==> src/rtl/hcsr04_medidor.sv <==
// hcsr04_medidor: HC-SR04 ranging stage: trigger pulse, echo timing, rounded saturating BCD centimetres
// Ports: clock, reset (async, active-high)
//        medir     - start request, sampled only while idle
//        echo      - sensor echo, asynchronous to clock
//        trigger   - registered sensor trigger pulse
//        medida    - BCD distance {hundreds, tens, units}
//        pronto    - one-cycle pulse when medida is updated
//        erro      - echo timeout flag (constant 0 unless HCSR04_TIMEOUT_EN)
//        db_estado - current state code
// Optional feature macro: HCSR04_TIMEOUT_EN (echo watchdog and erro state)
module hcsr04_medidor #(
  parameter int TRIGGER_CYCLES = 500,
  parameter int CM_CYCLES      = 2941,
  parameter int TIMEOUT_CYCLES = 1500000
) (
  input  logic        clock,
  input  logic        reset,
  input  logic        medir,
  input  logic        echo,
  output logic        trigger,
  output logic [11:0] medida,
  output logic        pronto,
  output logic        erro,
  output logic [2:0]  db_estado
);
  localparam int TW = $clog2(TRIGGER_CYCLES + 1);
  localparam int CW = $clog2(CM_CYCLES + 1);
  typedef enum logic [2:0] {
    INICIAL    = 3'd0,
    PREPARACAO = 3'd1,
    ENVIA      = 3'd2,
    ESPERA     = 3'd3,
    MEDE       = 3'd4,
    ARMAZENA   = 3'd5,
    FINAL      = 3'd6,
    ERRO       = 3'd7
  } state_t;
  state_t r_state, w_next;
  logic [TW-1:0] r_trig;
  logic [CW-1:0] r_tick;
  logic [11:0]   r_acc, r_medida;
  logic          r_sync1, r_echo_s, r_echo_d, r_trigger, r_pronto;
  logic          w_rise, w_fall, w_round, w_cm, w_timeout;
  // Saturating BCD increment: 999 sticks, otherwise ripple decimal carries upward
  function automatic logic [11:0] bcd_inc(input logic [11:0] v);
    if (v == 12'h999) return v;
    if (v[3:0] != 4'd9) return {v[11:4], v[3:0] + 4'd1};
    if (v[7:4] != 4'd9) return {v[11:8], v[7:4] + 4'd1, 4'd0};
    return {v[11:8] + 4'd1, 8'h00};
  endfunction
  assign w_rise  = r_echo_s & ~r_echo_d;
  assign w_fall  = ~r_echo_s & r_echo_d;
  assign w_cm    = r_tick == CW'(CM_CYCLES - 1);
  assign w_round = r_tick >= CW'(CM_CYCLES / 2);
`ifdef HCSR04_TIMEOUT_EN
  localparam int WW = $clog2(TIMEOUT_CYCLES + 1);
  logic [WW-1:0] r_wd;
  logic          r_erro;
  assign w_timeout = r_wd == WW'(TIMEOUT_CYCLES - 1);
  assign erro      = r_erro;
  always_ff @(posedge clock or posedge reset)
    if (reset) begin
      r_wd   <= '0;
      r_erro <= 1'b0;
    end else begin
      r_wd   <= r_state == PREPARACAO ? '0 : (r_state == ESPERA || r_state == MEDE) ? r_wd + 1'b1 : r_wd;
      r_erro <= r_state == PREPARACAO ? 1'b0 : r_state == ERRO ? 1'b1 : r_erro;
    end
`else
  logic w_unused;
  assign w_unused  = TIMEOUT_CYCLES[0];
  assign w_timeout = 1'b0;
  assign erro      = 1'b0;
`endif
  always_comb begin
    w_next = r_state;
    case (r_state)
      INICIAL:    w_next = medir ? PREPARACAO : INICIAL;
      PREPARACAO: w_next = ENVIA;
      ENVIA:      w_next = r_trig == TW'(TRIGGER_CYCLES - 1) ? ESPERA : ENVIA;
      ESPERA:     w_next = w_timeout ? ERRO : w_rise ? MEDE : ESPERA;
      MEDE:       w_next = w_timeout ? ERRO : w_fall ? ARMAZENA : MEDE;
      ARMAZENA:   w_next = FINAL;
      FINAL:      w_next = INICIAL;
`ifdef HCSR04_TIMEOUT_EN
      ERRO:       w_next = FINAL;
`endif
      default:    w_next = INICIAL;
    endcase
  end
  // Outputs are registered from the next state so they are glitch-free and aligned with the state
  always_ff @(posedge clock or posedge reset)
    if (reset) begin
      r_state   <= INICIAL;
      r_sync1   <= 1'b0;
      r_echo_s  <= 1'b0;
      r_echo_d  <= 1'b0;
      r_trigger <= 1'b0;
      r_pronto  <= 1'b0;
      r_trig    <= '0;
      r_tick    <= '0;
      r_acc     <= '0;
      r_medida  <= '0;
    end else begin
      r_sync1   <= echo;
      r_echo_s  <= r_sync1;
      r_echo_d  <= r_echo_s;
      r_state   <= w_next;
      r_trigger <= w_next == ENVIA;
      r_pronto  <= w_next == FINAL;
      r_trig    <= r_state == PREPARACAO ? '0 : r_state == ENVIA ? r_trig + 1'b1 : r_trig;
      r_tick    <= (r_state == PREPARACAO || (r_state == ESPERA && w_rise)) ? '0 :
                   r_state == MEDE ? (w_cm ? '0 : r_tick + 1'b1) : r_tick;
      r_acc     <= r_state == PREPARACAO ? 12'h000 : (r_state == MEDE && w_cm) ? bcd_inc(r_acc) : r_acc;
      r_medida  <= r_state == ARMAZENA ? (w_round ? bcd_inc(r_acc) : r_acc) :
                   (r_state == ERRO && w_timeout_en()) ? 12'h999 : r_medida;
    end
  function automatic logic w_timeout_en();
`ifdef HCSR04_TIMEOUT_EN
    return 1'b1;
`else
    return 1'b0;
`endif
  endfunction
  assign trigger   = r_trigger;
  assign medida    = r_medida;
  assign pronto    = r_pronto;
  assign db_estado = r_state;
endmodule

==> config.mk <==
export PLATFORM = sky130hd
export DESIGN_NAME = hcsr04_medidor
export DESIGN_NICKNAME = d
export VERILOG_FILES = /design/src/rtl/hcsr04_medidor.sv
export SDC_FILE = /design/constraint.sdc
export NUM_CORES = 1
export LEC_CHECK = 0
export BUFFER_PORTS_ARGS = -buffer_cell sky130_fd_sc_hd__buf_4
export CAP_MARGIN = 30
export CORE_ASPECT_RATIO = 2
export CORE_MARGIN = 5
export CORE_UTILIZATION = 60
export CTS_CLUSTER_SIZE = 12
export DETAILED_ROUTE_END_ITERATION = 6
export PLACE_DENSITY = 0.8
export REMOVE_ABC_BUFFERS = 1
export SYNTH_ARGS = -nofsm -noshare
export SYNTH_HDL_FRONTEND = slang
export SYNTH_SLANG_ARGS = --single-unit
==> constraint.sdc <==
create_clock -name clock -period 2.7 [get_ports clock]
set_input_delay 0.135 -clock clock [delete_from_list [all_inputs] [get_ports clock]]
set_output_delay 0.135 -clock clock [all_outputs]
set_load 0.005 [all_outputs]
==> impl_metrics.ini, run 1 <==
[clocking]
cts_resized = 0
cts-root-buf = clkbuf_8
cts_buffer_depth = 2
cts.sink_count = 53
tritoncts = done
insertion_delay_ps = 310
hold_buffers = 2
numCtsBuffers = 5
post_cts_buffers = 0
clk_pin_slew_worst_paths_ps = 90
h-tree-depth = 2

[synth]
ys_ff_latch = 53
synth_top_area_share = 0.4547
synth_edf_count = 0
netlist_area_sq_um = 2917
syn_avg_cell_area_sq_um = 9.288
async_flop_share = 1.000
ys_seq_area_frac = 0.4547
yosys_warnings = 0
ys_top_cells_by_area = dfrtp_1 (45%), o21ai_0 (5.0%), nand2_1 (4.2%), nor2_1 (3.2%), a21oi_1 (2.9%)
ys.flop_type = dfrtp_1
synthCells = 314
synth_top_area_cell = dfrtp_1
synthDistinctLibCells = 58

[floorplan]
rows = 36
die_h_microns = 108.6
die_w_microns = 59.30
coreArea_sq_um = 4820
initial_core_util = 0.6051
dieArea_sq_um = 6440
boundaryPins = 22

[detailed_routing]
route.vias.total = 2389
drtAntennaViolNets = 0
drc = 0
dr.pass1.iters = 4
wirelength_microns = 6432
wire_per_inst_microns = 16.37
drt_iter0_markers = 81
vias_per_cell = 6.079

[layout]
fillers = 405
syn_to_final_growth_pct = 9.910
diodes = 0
layout_common_cells = dfrtp_1 (53), nand2_1 (33), o21ai_0 (29)
final_common_cell = dfrtp_1
nets = 345
finalNonFillerCells = 393
drive_gt1_frac = 0.1220

[critical_path]
r2r_end = r_tick[9]$_DFFE_PP0P_
cp-end-kind = register
crit_fanout = 5
r2r.worst_path.cells = 7
critPathBufInv = 1
worstPathArrival_ps = 2480
worst-path-stages = 7
r2r_start = r_tick[0]$_DFFE_PP0P_
crit_type = register to register
rrSetupSlack_ps = 420
critPathTopFamily = simple AND/OR/NAND/NOR gates
crit_chain = inv_1 -> ha_1 -> nand4bb_1 -> nor4_1 -> nand2_1 -> and3_1 -> o31a_1
crit_end = r_tick[9]$_DFFE_PP0P_
cpPeakStageDelay_ps = 600
required_ps = 2900
cp_slowest_cell = nor4_1
worstSetupStartpoint = r_tick[0]$_DFFE_PP0P_
cp-start-kind = register

[power]
swShare = 0.2150
clkPwrFrac = 0.344
switchingPower_mw = 0.2690
p_leak_nw = 1.382
p_int_mw = 0.9821
comb_power_share = 0.019
ir_drop_uv = 433.4
power_mw = 1.251
seqPwrFrac = 0.636
power.density_nw_per_um2 = 390.3

[sta]
fin_crit_ps = 2282
max_slew_margin = 0.5239
fin_skew_ps = 5.228
rsz0062_at_grt = false
fin_crit_sh = 0.8453
fmax_mhz = 438.2
finalMaxSlewViolations = 0
setup_viol_count_final = 0
worst_pin_slew_ps = 707.6
hold_viol = 0
fin_tns_setup_ps = 0

[place]
gp_congestion = 0.8167
place_inst = 383
port_buffers = 20
place_hpwl_microns = 5012

[global_route]
grt_max_degree = 32
grtUsageTotal = 0.2243
grt_overflow = 0
antenna_found_initial = 0
grt_pass1_vias = 2464
grt_pass1_wl_microns = 11120

[run_status]
status = finished clean

[run]
cap_violations = 0

[min_path]
holdPathStages = 5
hold_class = input port to register
kinds of logic (layout without fill, tap and decap cells):
group,after synthesis,in the layout,synth area share
flops,53,53,0.4547
xor+xnor,15,15,0.04505
buf+inv,25,47,0.04161
other cells,1,1,0.001286
simple gates,123,123,0.2269
compound gates,86,86,0.1870
fa+ha+maj,6,6,0.02574
mux,5,5,0.01759
worst reg2reg max path: cells and delay by family (launching register included):
family,cells,cell delay (ps)
buf+inv,1,130
simple gates,4,1180
compound gates,1,270
fa+ha+maj,1,170
flops,1,440
flip-flops by register name (all words and copies together) (netlist names):
signal	cells
medida	12
r_acc	12
r_tick	12
r_trig	9
db_estado	3
pronto	1
r_echo_d	1
r_echo_s	1
r_sync1	1
trigger	1
per-layer routing:
metal	part of all wire	routed length (microns)	GRT usage
met2	0.57	3678	0.4022
met4	0.043	279	0.1410
met1	0.35	2280	0.2244
met5	0	0	0
met3	0.030	193	0.04421
power groups by stage:
stage	registers, mW	clock network, mW	logic [mW]
3_5_place_dp	0.812	0	0.0233
6_report	0.796	0.431	0.0242
5_1_grt	0.797	0.470	0.0285
4_1_cts	0.796	0.443	0.0257
2_1_floorplan	0.812	0	0.0138
3_3_place_gp	0.812	0	0.0230
layout make-up:
cell class	count	area (sq um)	share of cell area
Clock buffer	6	72.57	0.02264
Tap cell	57	71.32	0.02225
Inverter	11	41.29	0.01288
Multi-Input combinational cell	236	1469	0.4582
Timing Repair Buffer	28	215.2	0.06714
Sequential cell	53	1326	0.4137
Clock inverter	2	10.01	0.003123
cell usage after synthesis (all sizes together) (2+ instances only):
cell type,count
dfrtp,53
nor2,25
a31oi,2
nand2b,10
and2,4
nor4bb,2
a211o,3
clkbuf,9
nand4,4
nand4bb,3
inv,10
nor4,3
and3,8
nand3,15
nand2,33
nor2b,3
xor2,8
o211ai,7
a21oi,17
or3,2
nor3,3
o31ai,9
ha,6
or4,2
mux2i,4
a211oi,2
nand3b,2
xnor2,7
buf,5
o21ai,32
metrics by stage:
stage	hold WS [ps]	cell area, sq um	setup slack (ps)	util
after global placement	180.1	3103	509.9	0.6438
after floorplan	166.4	2836	553.4	-
after detailed placement	186.1	3103	464.5	0.6438
final	240.7	3206	417.8	0.6651
after CTS	231.9	3206	433.9	0.6651
after global routing	272.7	3206	180.6	0.6651
worst min path at each step:
stage	slack (ps)	from	endpoint
global route	270	medir	db_estado[0]$_DFF_PP0_
CTS	230	medir	db_estado[0]$_DFF_PP0_
global placement	180	reset	db_estado[1]$_DFF_PP0_
floorplan	170	echo	r_sync1$_DFF_PP0_
finish	240	medir	db_estado[0]$_DFF_PP0_
detailed placement	190	reset	db_estado[2]$_DFF_PP0_
No activity file was read; power rests on OpenSTA's default activity.
==> run 2: changes to the inputs <==
--- a/config.mk
+++ b/config.mk
@@ -5,6 +5,7 @@
 export SDC_FILE = /design/constraint.sdc
 export NUM_CORES = 1
 export LEC_CHECK = 0
+export ABC_AREA = 1
 export BUFFER_PORTS_ARGS = -buffer_cell sky130_fd_sc_hd__buf_4
 export CAP_MARGIN = 30
 export CORE_ASPECT_RATIO = 2
@@ -12,7 +13,7 @@
 export CORE_UTILIZATION = 60
 export CTS_CLUSTER_SIZE = 12
 export DETAILED_ROUTE_END_ITERATION = 6
-export PLACE_DENSITY = 0.8
+export PLACE_DENSITY = 0.79
 export REMOVE_ABC_BUFFERS = 1
 export SYNTH_ARGS = -nofsm -noshare
 export SYNTH_HDL_FRONTEND = slang
==> constraint.sdc (replaced) <==
create_clock -name clock -period 2.1 [get_ports clock]
set_input_delay 0.105 -clock clock [delete_from_list [all_inputs] [get_ports clock]]
set_output_delay 0.105 -clock clock [all_outputs]
set_load 0.005 [all_outputs]
==> run 2 against run 1 <==
Register-to-register slack got worse by 150 ps. Die area increased by 4.9%. Critical endpoint is now r_tick[8]$_DFFE_PP0P_. Critical path type unchanged. Cell area increased by 6.1%.
==> impl_metrics.ini, run 2 <==
[run_status]
status = finished clean

[synth]
synth_common_cells = nand2_1 (132), dfrtp_1 (53), inv_1 (50)
synth_top_area_share = 0.4305
yosys_warnings = 0
ys_seq_area_frac = 0.4305
synth_top_area_cell = dfrtp_1
syn_avg_cell_area_sq_um = 7.405
ys_top_cells_by_area = dfrtp_1 (43%), nand2_1 (16%), nand3_1 (7.5%), inv_1 (6.1%), nor2_1 (3.7%)
ys.flop_type = dfrtp_1
synth_edf_count = 0
netlist_area_sq_um = 3080
synth_most_common_cell = nand2_1
synthCells = 416
ys_ff_latch = 53
synthDistinctLibCells = 32
async_flop_share = 1.000

[sta]
worst_pin_slew_ps = 565.1
fin_crit_ps = 1831
setup_viol_count_final = 0
hold_viol = 0
fin_tns_setup_ps = 0
finalMaxSlewViolations = 0
rsz0062_at_grt = false
fin_skew_ps = 13.38
max_slew_margin = 0.6227
fin_crit_sh = 0.8718
setup_ws_ps = 269.3
fmax_mhz = 546.2

[min_path]
holdPathStages = 5
hold_start = medir
hold_class = input port to register
min_to = db_estado[0]$_DFF_PP0_

[place]
gp_congestion = 0.9343
pre_cts_slack_ps = 199.3
place_hpwl_microns = 5343
place_inst = 488
port_buffers = 20

[power]
p_leak_nw = 1.790
power.density_nw_per_um2 = 524.9
ir_drop_uv = 640.7

[detailed_routing]
vias_per_cell = 5.596
met1Wirelength_microns = 2585
drc = 0
wirelength_microns = 6895
wire_per_inst_microns = 13.85
drtAntennaViolNets = 0
routed-wl-met2_microns = 3822
dr.pass1.iters = 5
top_layer = met4
route.vias.total = 2787
met3RoutedLength_microns = 182
drt_iter0_markers = 166

[critical_path]
worstPathArrival_ps = 2020
cp-end-kind = register
required_ps = 2290
r2r_end = r_tick[8]$_DFFE_PP0P_
rrSetupSlack_ps = 270
cp-start-kind = register
crit_fanout = 7
crit_type = register to register
r2r.worst_path.cells = 7
r2r_start = r_tick[0]$_DFFE_PP0P_

[floorplan]
die_h_microns = 111.3
dieArea_sq_um = 6754
die_w_microns = 60.67
coreArea_sq_um = 5092
initial_core_util = 0.6049
boundaryPins = 22
rows = 37

[clocking]
h-tree-depth = 2
numCtsBuffers = 5
cts-root-buf = clkbuf_8
tritoncts = done
insertion_delay_ps = 320
cts_buffer_depth = 2
clk_pin_slew_worst_paths_ps = 110
cts.sink_count = 53

[global_route]
antenna_found_initial = 0
grt_pass1_wl_microns = 12390
grt_max_degree = 29
grt_overflow = 0
grtUsageTotal = 0.2328
grt_pass1_vias = 2888

[layout]
finalNonFillerCells = 498
syn_to_final_growth_pct = 10.44
nets = 449
final_common_cell = nand2_1
layout_common_cells = nand2_1 (132), dfrtp_1 (53), inv_1 (49)
final_util = 0.6681
drive_gt1_frac = 0.1182
diodes = 0

[run]
cap_violations = 0
## run 2: cell types whose count changed after synthesis, sizes merged, moves of 6 or more
cell	previous run	this run
nand2	33	136
inv	10	54
nand3	15	46
nand2b	10	0
nor2	25	35
nand4	4	13
and3	8	0
clkbuf	9	1
o31ai	9	1
o211ai	7	0
xnor2	7	1
## run 2: per-layer routing
metal	global-route usage	vias up
met4	0.1317	0
met3	0.03596	27
met2	0.4003	63
li1	-	1372
met5	0	-
met1	0.2578	1325
## run 2: layout make-up
cell class	count	area (sq um)
clock inverter	3	47.55
clock buffer	5	68.82
fill	445	1690
inverter	54	202.7
timing repair buffer	26	212.7
multi-input combinational	299	1471
tap	58	72.57
sequential	53	1326
## run 2: what timing repair did
action,4_1_cts,5_1_grt
buffers inserted,0,0
endpoints found under the hold margin,26,0
hold buffers,2,0
endpoints found under the setup margin,0,11
resized for setup,0,1
## run 2: logic make-up (layout without fill, tap and decap cells)
family / Yosys count / count (layout) / synth area share
AO/OA/AOI/OAI: 44 / 44 / 0.08002
XOR/XNOR: 7 / 7 / 0.01990
adder cells (fa/ha/maj): 6 / 6 / 0.02437
buffers and inverters: 64 / 88 / 0.09301
flip-flops: 53 / 53 / 0.4305
other: 1 / 1 / 0.001217
AND/OR/NAND/NOR: 241 / 241 / 0.3509
## run 2: critical path: stages, from the launching register on
cell and delay [ps]:
dfrtp_1 390, inv_1 140, ha_1 190, nand2_1 60, nor2_1 170, nand4_4 170, o21ai_1 470, nor2_1 120
## run 2: worst max-delay path by stage
stage               slack [ps]  cells past startpoint                     to                  start
global placement           240                      9   r_acc[2]$_DFFE_PP0P_  r_tick[1]$_DFFE_PP0P_
CTS                        140                      9   r_acc[2]$_DFFE_PP0P_  r_tick[1]$_DFFE_PP0P_
floorplan                  470                      9   r_acc[1]$_DFFE_PP0P_  r_tick[1]$_DFFE_PP0P_
detailed placement         200                      9   r_acc[1]$_DFFE_PP0P_  r_tick[1]$_DFFE_PP0P_
global route               120                      8  r_acc[11]$_DFFE_PP0P_  r_tick[0]$_DFFE_PP0P_
finish                     270                      7  r_tick[8]$_DFFE_PP0P_  r_tick[0]$_DFFE_PP0P_
## run 2: per-stage QoR
step	cell area [sq um]	hold WS, ps	power [mW]
global route	3402	244.5	1.849
detailed placement	3262	203.3	1.077
floorplan	2997	136.4	1.061
CTS	3398	200.7	1.807
global placement	3262	195.2	1.076
finish	3402	218.3	1.786
## run 2: report_power, final
part / leakage, nW / internal [mW] / switching, mW
sequential: 0.714 / 1.02 / 0.00131
combinational: 1.02 / 0.0102 / 0.0235
clock: 0.0591 / 0.364 / 0.364
total: 1.79 / 1.40 / 0.389
